### config.mk
export PLATFORM = sky130hd
export DESIGN_NAME = thinkgear_parser
export DESIGN_NICKNAME = d
export VERILOG_FILES = /design/src/rtl/thinkgear_parser.sv
export SDC_FILE = /design/constraint.sdc
export NUM_CORES = 1
export LEC_CHECK = 0
export ABC_CLOCK_PERIOD_IN_PS = 2380
export CAP_MARGIN = 0
export CORE_MARGIN = 3
export CORE_UTILIZATION = 55
export CTS_CLUSTER_SIZE = 14
export DETAILED_ROUTE_END_ITERATION = 7
export DONT_BUFFER_PORTS = 1
export PLACE_DENSITY = 0.76
export RECOVER_POWER = 50
export SETUP_SLACK_MARGIN = 0.05
export SLEW_MARGIN = 10
export SYNTH_ARGS = -nofsm -noshare
export SYNTH_HDL_FRONTEND = slang
export SYNTH_SLANG_ARGS = --single-unit
### constraint.sdc
create_clock -name clk -period 2.38 [get_ports clk]
set_input_delay 0.714 -clock clk [delete_from_list [all_inputs] [get_ports clk]]
set_output_delay 0.714 -clock clk [all_outputs]
set_load 0.1 [all_outputs]
### src/rtl/thinkgear_parser.sv
// ThinkGear packet parser: turns the headset UART byte stream into attention,
// meditation and poor-signal values, committed only when a packet's checksum passes.
module thinkgear_parser #(
  parameter int TIMEOUT_CYC = 500000,
  parameter int MAX_PLEN    = 169
) (
  input  logic       clk,
  input  logic       rst,
  input  logic [7:0] rx_data,
  input  logic       rx_valid,
  output logic [7:0] attention_data,
  output logic [7:0] meditation_data,
  output logic [7:0] poor_signal,
  output logic       data_update,
  output logic       checksum_err
);

  typedef enum logic [2:0] {
    SYNC1, SYNC2, PLEN, CODE, VAL1, VLEN, SKIP, CHK
  } state_t;

  localparam int         TW         = $clog2(TIMEOUT_CYC + 1);
  localparam logic [7:0] MAX_PLEN_B = 8'(MAX_PLEN);
  localparam logic [7:0] SYNC_BYTE  = 8'hAA;
  localparam logic [7:0] EXCODE     = 8'h55;

  state_t        state;
  state_t        payload_next;
  logic [TW-1:0] timer;
  logic [7:0]    plen;
  logic [7:0]    count;
  logic [7:0]    sum;
  logic [7:0]    code;
  logic [7:0]    skip_n;
  logic [7:0]    att_sh;
  logic [7:0]    med_sh;
  logic [7:0]    poor_sh;
  logic          att_p;
  logic          med_p;
  logic          poor_p;

  logic [7:0] sum_nxt;
  logic [7:0] count_nxt;
  logic       last_payload;

  assign sum_nxt      = sum + rx_data;
  assign count_nxt    = count + 8'd1;
  // Reaching the declared length forces the checksum next, whatever sub-state we are in.
  assign last_payload = (count_nxt == plen);

  // NOTE: combinational next-state gets a default first so no path infers a latch.
  always_comb begin
    payload_next = CODE;
    case (state)
      CODE: begin
        if (rx_data == EXCODE)     payload_next = CODE;
        else if (rx_data < 8'h80)  payload_next = VAL1;
        else                       payload_next = VLEN;
      end
      VLEN:    payload_next = (rx_data == 8'd0) ? CODE : SKIP;
      SKIP:    payload_next = (skip_n == 8'd1) ? CODE : SKIP;
      default: payload_next = CODE;
    endcase
  end

  // NOTE: all state here uses non-blocking assignments so every register samples pre-edge values.
  always_ff @(posedge clk or negedge rst) begin
    if (!rst) begin
      state           <= SYNC1;
      timer           <= '0;
      plen            <= '0;
      count           <= '0;
      sum             <= '0;
      code            <= '0;
      skip_n          <= '0;
      att_sh          <= '0;
      med_sh          <= '0;
      poor_sh         <= '0;
      att_p           <= 1'b0;
      med_p           <= 1'b0;
      poor_p          <= 1'b0;
      attention_data  <= '0;
      meditation_data <= '0;
      poor_signal     <= 8'hC8;
      data_update     <= 1'b0;
      checksum_err    <= 1'b0;
    end else begin
      data_update  <= 1'b0;
      checksum_err <= 1'b0;

      if (rx_valid || state == SYNC1) begin
        timer <= '0;
      end else if (timer == TW'(TIMEOUT_CYC - 1)) begin
        timer <= '0;
        state <= SYNC1;
      end else begin
        timer <= timer + 1'b1;
      end

      if (rx_valid) begin
        case (state)
          SYNC1: if (rx_data == SYNC_BYTE) state <= SYNC2;
          SYNC2: state <= (rx_data == SYNC_BYTE) ? PLEN : SYNC1;
          PLEN: begin
            if (rx_data == SYNC_BYTE) begin
              state <= PLEN;
            end else if (rx_data > MAX_PLEN_B) begin
              state <= SYNC1;
            end else begin
              plen   <= rx_data;
              sum    <= '0;
              count  <= '0;
              att_p  <= 1'b0;
              med_p  <= 1'b0;
              poor_p <= 1'b0;
              state  <= (rx_data == 8'd0) ? CHK : CODE;
            end
          end
          CHK: begin
            if (rx_data == ~sum) begin
              data_update <= 1'b1;
              if (att_p)  attention_data  <= att_sh;
              if (med_p)  meditation_data <= med_sh;
              if (poor_p) poor_signal     <= poor_sh;
            end else begin
              checksum_err <= 1'b1;
            end
            state <= SYNC1;
          end
          default: begin
            sum   <= sum_nxt;
            count <= count_nxt;
            case (state)
              CODE: code <= rx_data;
              VAL1: begin
                case (code)
                  8'h02: begin poor_sh <= rx_data; poor_p <= 1'b1; end
                  8'h04: begin att_sh  <= rx_data; att_p  <= 1'b1; end
                  8'h05: begin med_sh  <= rx_data; med_p  <= 1'b1; end
                  default: ;
                endcase
              end
              VLEN:    skip_n <= rx_data;
              SKIP:    skip_n <= skip_n - 8'd1;
              default: ;
            endcase
            state <= last_payload ? CHK : payload_next;
          end
        endcase
      end
    end
  end

endmodule

==> flow_summary.toml, run 1 <==
[status]
outcome = "finished, violations left"
violations = "hold timing"

[synthesis]
synth_nets = 538
ys_top_cells_by_area = "dfrtp_1 (50%), mux2_2 (12%), o21ai_0 (3.7%)"
avgSynthCellArea_sq_um = 10.9
synth.most_common_cell = "dfrtp_1"
synth_area_sq_mm = 0.00562
async_reset_ff_share_pct = 100
syn-instance-count = 515
synth_top_cell_area_share_pct = 49.8
synth_common_cells = "dfrtp_1 (112), mux2_2 (58), nor2_1 (44), o21ai_0 (42), nand2_1 (32)"
yosys_warnings = 0
yosysUniqueCellTypes = 56
synth_area_leader_cell = "dfrtp_1"
synth_edf_count = 0
ys_seq_area_share_pct = 51.2
synth_ff_type = "dfrtp_1"
ys_seq_elements = 115

[clocking]
root_buffer = "clkbuf_8"
numCtsBuffers = 17
cts_resized = 0
cts_setup_buffers = 0
clk_path_buf_depth = 2
clk-insertion-delay-late_ps = 520
cts_sinks = 115
htreeDepth = 4
path_clk_slew_ps = 60
cts_tree = "done"

[route]
drtPass1Iterations = 6
vias_per_cell = 6.09
drt-initial-drc-count = 391
dr_total_vias = 4127
antenna_left = 0
routedWlPerCell_um = 18.9
drt_wl_total_um = 12800
drc = 0

[cells_and_area]
top_register = "timer"
instances_no_fill = 678
area.growth.synth_to_final_pct = 13.6
nets = 555
largest_register_ff_count = 19
n_antenna_cell = 0
final_area_sq_mm = 0.00639
drive_gt1_share_pct = 21.7

[worst_setup_path]
crit_type = "reg -> out"
critPathLaunchType = "flop"
required_ps = 1670
endpoint_kind = "output pin"
critPathMaxFanout = 2
critPathArrivalTime_ps = 1470

[floorplanning]
rows = 36
die_area_sq_mm = 0.0115
coreArea_sq_mm = 0.00986
die_w_um = 107
initial_core_util_pct = 57.0
ioPinCount = 37
die_h_um = 107

[timing]
fin_skew_ps = 9.08
rsz0062_at_grt = "false"
post-route-min-period_ps = 2180
setup_ws_ps = 197
finalHoldViolCount = 112
setup_violations = 0
maxSlewHeadroom_pct = 39.0
fmax_mhz = 458
setup_tns_ps = 0
finalCritPeriodShare_pct = 91.7
slew_viol_final = 0
whs_ps = -111
tightest_slew_ps = 916

[global_routing]
grt_pass1_wl_um = 21200
track_usage_pct = 23.7
grt_pass1_vias = 4156
grt_antenna_before_repair = 0
grt_max_degree = 116
grt-ovfl-total = 0

[pwr]
p_leak_uw = 0.00294
power_per_cell_area_mw_per_mm2 = 675
ir_worst_vdd_mv = 0.495
total_power_uw = 4310

[hold_path]
hold_path_class = "in -> async"

[placement]
placed_cells = 646
gp_congestion = 0.857
portBuffers = 0
place_area_sq_mm = 0.00586
dp.final_hpwl_um = 7900
pre_cts_ws_ps = -18.0

[flow_run]
drv_cap = 0
==> cell families after synthesis <==
family / Yosys count / share of synthesized area (%)
AO/OA/AOI/OAI: 103 / 11.6
XOR/XNOR: 32 / 4.98
adder cells (fa/ha/maj): 12 / 2.80
buffers and inverters: 35 / 2.45
flip-flops: 115 / 51.2
multiplexers: 59 / 11.8
AND/OR/NAND/NOR: 159 / 15.2
==> power by group <==
| group | switching [uW] | internal, uW |
|---|---|---|
| registers | 0.401 | 1960 |
| logic | 26.8 | 20.3 |
| clock network | 905 | 1400 |
==> path summary, 6_finish.rpt <==
check	from	endpoint	slack, ps	depth (start not counted)
min in group clk	rx_data[1]	med_sh[1]	340	1
min reg2reg	timer[0]	timer[0]	470	1
max reg2reg	state[2]	att_sh[2]	220	6
max in group asynchronous	rst	poor_signal[3]	2230	0
min	rst	sum[2]	-110	0
max	attention_data[4]	attention_data[4]	200	0
==> layout by cell type (no fill, tap or decap), types with 3 or more instances in the layout <==
master,instances
buf_4,19
dfstp_2,3
and3_1,3
nor2_1,44
and2_1,4
a22oi_1,4
clkbuf_16,16
mux2_2,58
a21o_1,5
nor3_1,10
o21a_1,4
dfrtp_1,112
xnor2_1,13
nor2b_1,8
nand2_1,32
nor4_1,9
ha_1,11
o21ai_0,43
and4_1,4
clkinvlp_4,3
nand4_1,10
nand3_1,16
o31ai_1,6
a31oi_1,4
xor2_1,19
inv_1,13
a21oi_1,18
nand2b_1,5
clkinv_4,4
clkinv_2,5
==> layout make-up <==
cell class | instances | area [sq um]
sequential | 115 | 2880
timing repair buffer | 20 | 146
fill | 712 | 3470
inverter | 13 | 48.8
tap | 133 | 166
multi-input combinational | 365 | 2600
clock inverter | 13 | 113
clock buffer | 19 | 432
==> through the flow <==
stage | hold WS [ps] | util [%]
2_1_floorplan | 418 | -
3_3_place_gp | 423 | 59.4
3_5_place_dp | 423 | 59.4
4_1_cts | -133 | 64.9
5_1_grt | -133 | 64.8
6_report | -111 | 64.8
==> layer usage <==
metal	GRT usage, %	vias to the layer above	wire length (um)
met3	5.78	29	817
met2	37.6	153	6370
li1	-	1887	-
met5	0	-	0
met1	30.8	2058	5350
met4	10.9	0	272
(Power assumes the default switching activity.)
==> run 2, diff against run 1 <==
- CELL_PAD_IN_SITES_DETAIL_PLACEMENT: default -> 1
- CELL_PAD_IN_SITES_GLOBAL_PLACEMENT: default -> 1
- CORE_UTILIZATION: 55 -> 51
- CTS_BUF_LIST: default -> sky130_fd_sc_hd__clkbuf_4 sky130_fd_sc_hd__clkbuf_8 sky130_fd_sc_hd__clkbuf_16
- PLACE_DENSITY: 0.76 -> 0.85
==> flow_summary.toml, run 2 (synthesis gave the netlist of run 1 again) <==
[route]
dr_total_vias = 4420
drc = 0
drt-initial-drc-count = 331
vias_per_cell = 6.48
drtPass1Iterations = 5
drt_wl_total_um = 17700
routedWlPerCell_um = 26.0
antenna_left = 0

[clocking]
htreeDepth = 4
path_clk_slew_ps = 60
cts_tree = "done"
numCtsBuffers = 17
cts_setup_buffers = 0
root_buffer = "clkbuf_8"
cts_sinks = 115
clk_path_buf_depth = 2
clk-insertion-delay-late_ps = 540

[global_routing]
grt-ovfl-total = 0
grt_max_degree = 116
track_usage_pct = 30.1
grt_pass1_vias = 4983
grt_antenna_before_repair = 0
grt_pass1_wl_um = 28600

[worst_setup_path]
r2r_start = "state[2]"
cp-startpoint = "state[2]"
crit_chain = "and3b_1 > o21a_4 > nand4_4 > nor4b_4 > buf_4 > mux2_2"
crit_type = "reg -> reg"
critPathSlowestCell = "dfrtp_1"
cp_slowest_stage_delay_ps = 470
endpoint_kind = "flop"
critPathArrivalTime_ps = 2660
required_ps = 2790
crit_family = "simple AND/OR/NAND/NOR gates"
critPathMaxFanout = 9
path_buf_inv = 1
critPathLaunchType = "flop"

[timing]
fin_skew_ps = 9.03
finalCritPeriodShare_pct = 94.5
fmax_mhz = 445
slew_viol_final = 0
finalHoldViolCount = 112
post-route-min-period_ps = 2250
setup_violations = 0
maxSlewHeadroom_pct = 35.1
whs_ps = -127
setup_tns_ps = 0
tightest_slew_ps = 973
rsz0062_at_grt = "false"

[floorplanning]
die_h_um = 111
initial_core_util_pct = 53.5
ioPinCount = 37
die_area_sq_mm = 0.0123
coreArea_sq_mm = 0.0105
die_w_um = 111
rows = 37

[cells_and_area]
nets = 556
top_register = "timer"
final_core_util_pct = 61.6
n_antenna_cell = 0
regArea_sq_mm = 0.00288
area.growth.synth_to_final_pct = 15.1
final_area_sq_mm = 0.00647
fill_cells = 1049
largest_register_ff_count = 19
drive_gt1_share_pct = 22.9
layout_common_cells = "dfrtp_1 (112), mux2_2 (58), nor2_1 (44)"
final_common_cell = "dfrtp_1"
multiInputGateArea_sq_mm = 0.00264

[status]
outcome = "finished, violations left"
violations = "hold timing"

[placement]
gp_congestion = 0.819
place_area_sq_mm = 0.00587
dp.final_hpwl_um = 10500
portBuffers = 0

[hold_path]
hold_path_class = "in -> async"

[pwr]
ir_worst_vdd_mv = 0.599
power_per_cell_area_mw_per_mm2 = 704
p_leak_uw = 0.00297
total_power_uw = 4560

[flow_run]
drv_cap = 0
## run 2: cell types whose count changed in the layout (fill, tap and decap cells not counted), sizes merged
cell,previous run,this run
buf,19,20
clkbuf,20,21
bufinv,1,3
clkinv,9,6
## run 2: report_power, final
group          internal (uW)  leakage [uW]  total [uW]  switching, uW
logic                   22.9       0.00109        53.6           30.7
registers               1960       0.00160        1960          0.466
clock network           1610      0.000284        2540            929
total                   3590       0.00297        4560            960
## run 2: final timing paths
| check | depth (start not counted) | endpoint | slack, ps |
|---|---|---|---|
| max | 6 | att_sh[7] | 130 |
| min | 0 | plen[4] | -130 |
| max reg2reg | 6 | att_sh[7] | 130 |
| min reg2reg | 1 | timer[0] | 500 |
| max in group asynchronous | 0 | poor_signal[6] | 2260 |
| min in group clk | 1 | poor_sh[1] | 330 |
## run 2: through the flow
step | hold WS [ps] | instances | worst slack [ps]
after detailed placement | 425 | 650 | -154
after floorplan | 418 | 515 | 71.6
after global placement | 426 | 650 | 23.8
after CTS | -142 | 682 | 61.7
after global routing | -148 | 682 | 65.4
final | -127 | 682 | 130
## run 2: layout make-up
cell class / count / area share (%)
timing repair buffer: 21 / 2.38
clock inverter: 12 / 2.20
sequential: 115 / 44.5
tap: 136 / 2.63
multi-input combinational: 365 / 40.8
clock buffer: 20 / 6.75
inverter: 13 / 0.754
## run 2: repair_timing
item | in CTS | in global routing
setup endpoints to repair | 0 | 5
hold endpoints to repair | 112 | 112
gates resized for setup | 0 | 5
## run 2: per-layer routing
metal  global-route usage, %  wire (um)
met5                   0.833          0
met4                    13.0        530
met3                    7.97       1010
met2                    51.8       9200
met1                    35.3       6970
## run 2: worst reg2reg max path, cell delays in order, from the launching register on
cell,delay [ps]
dfrtp_1,470
and3b_1,340
o21a_4,260
nand4_4,170
nor4b_4,290
buf_4,240
mux2_2,380
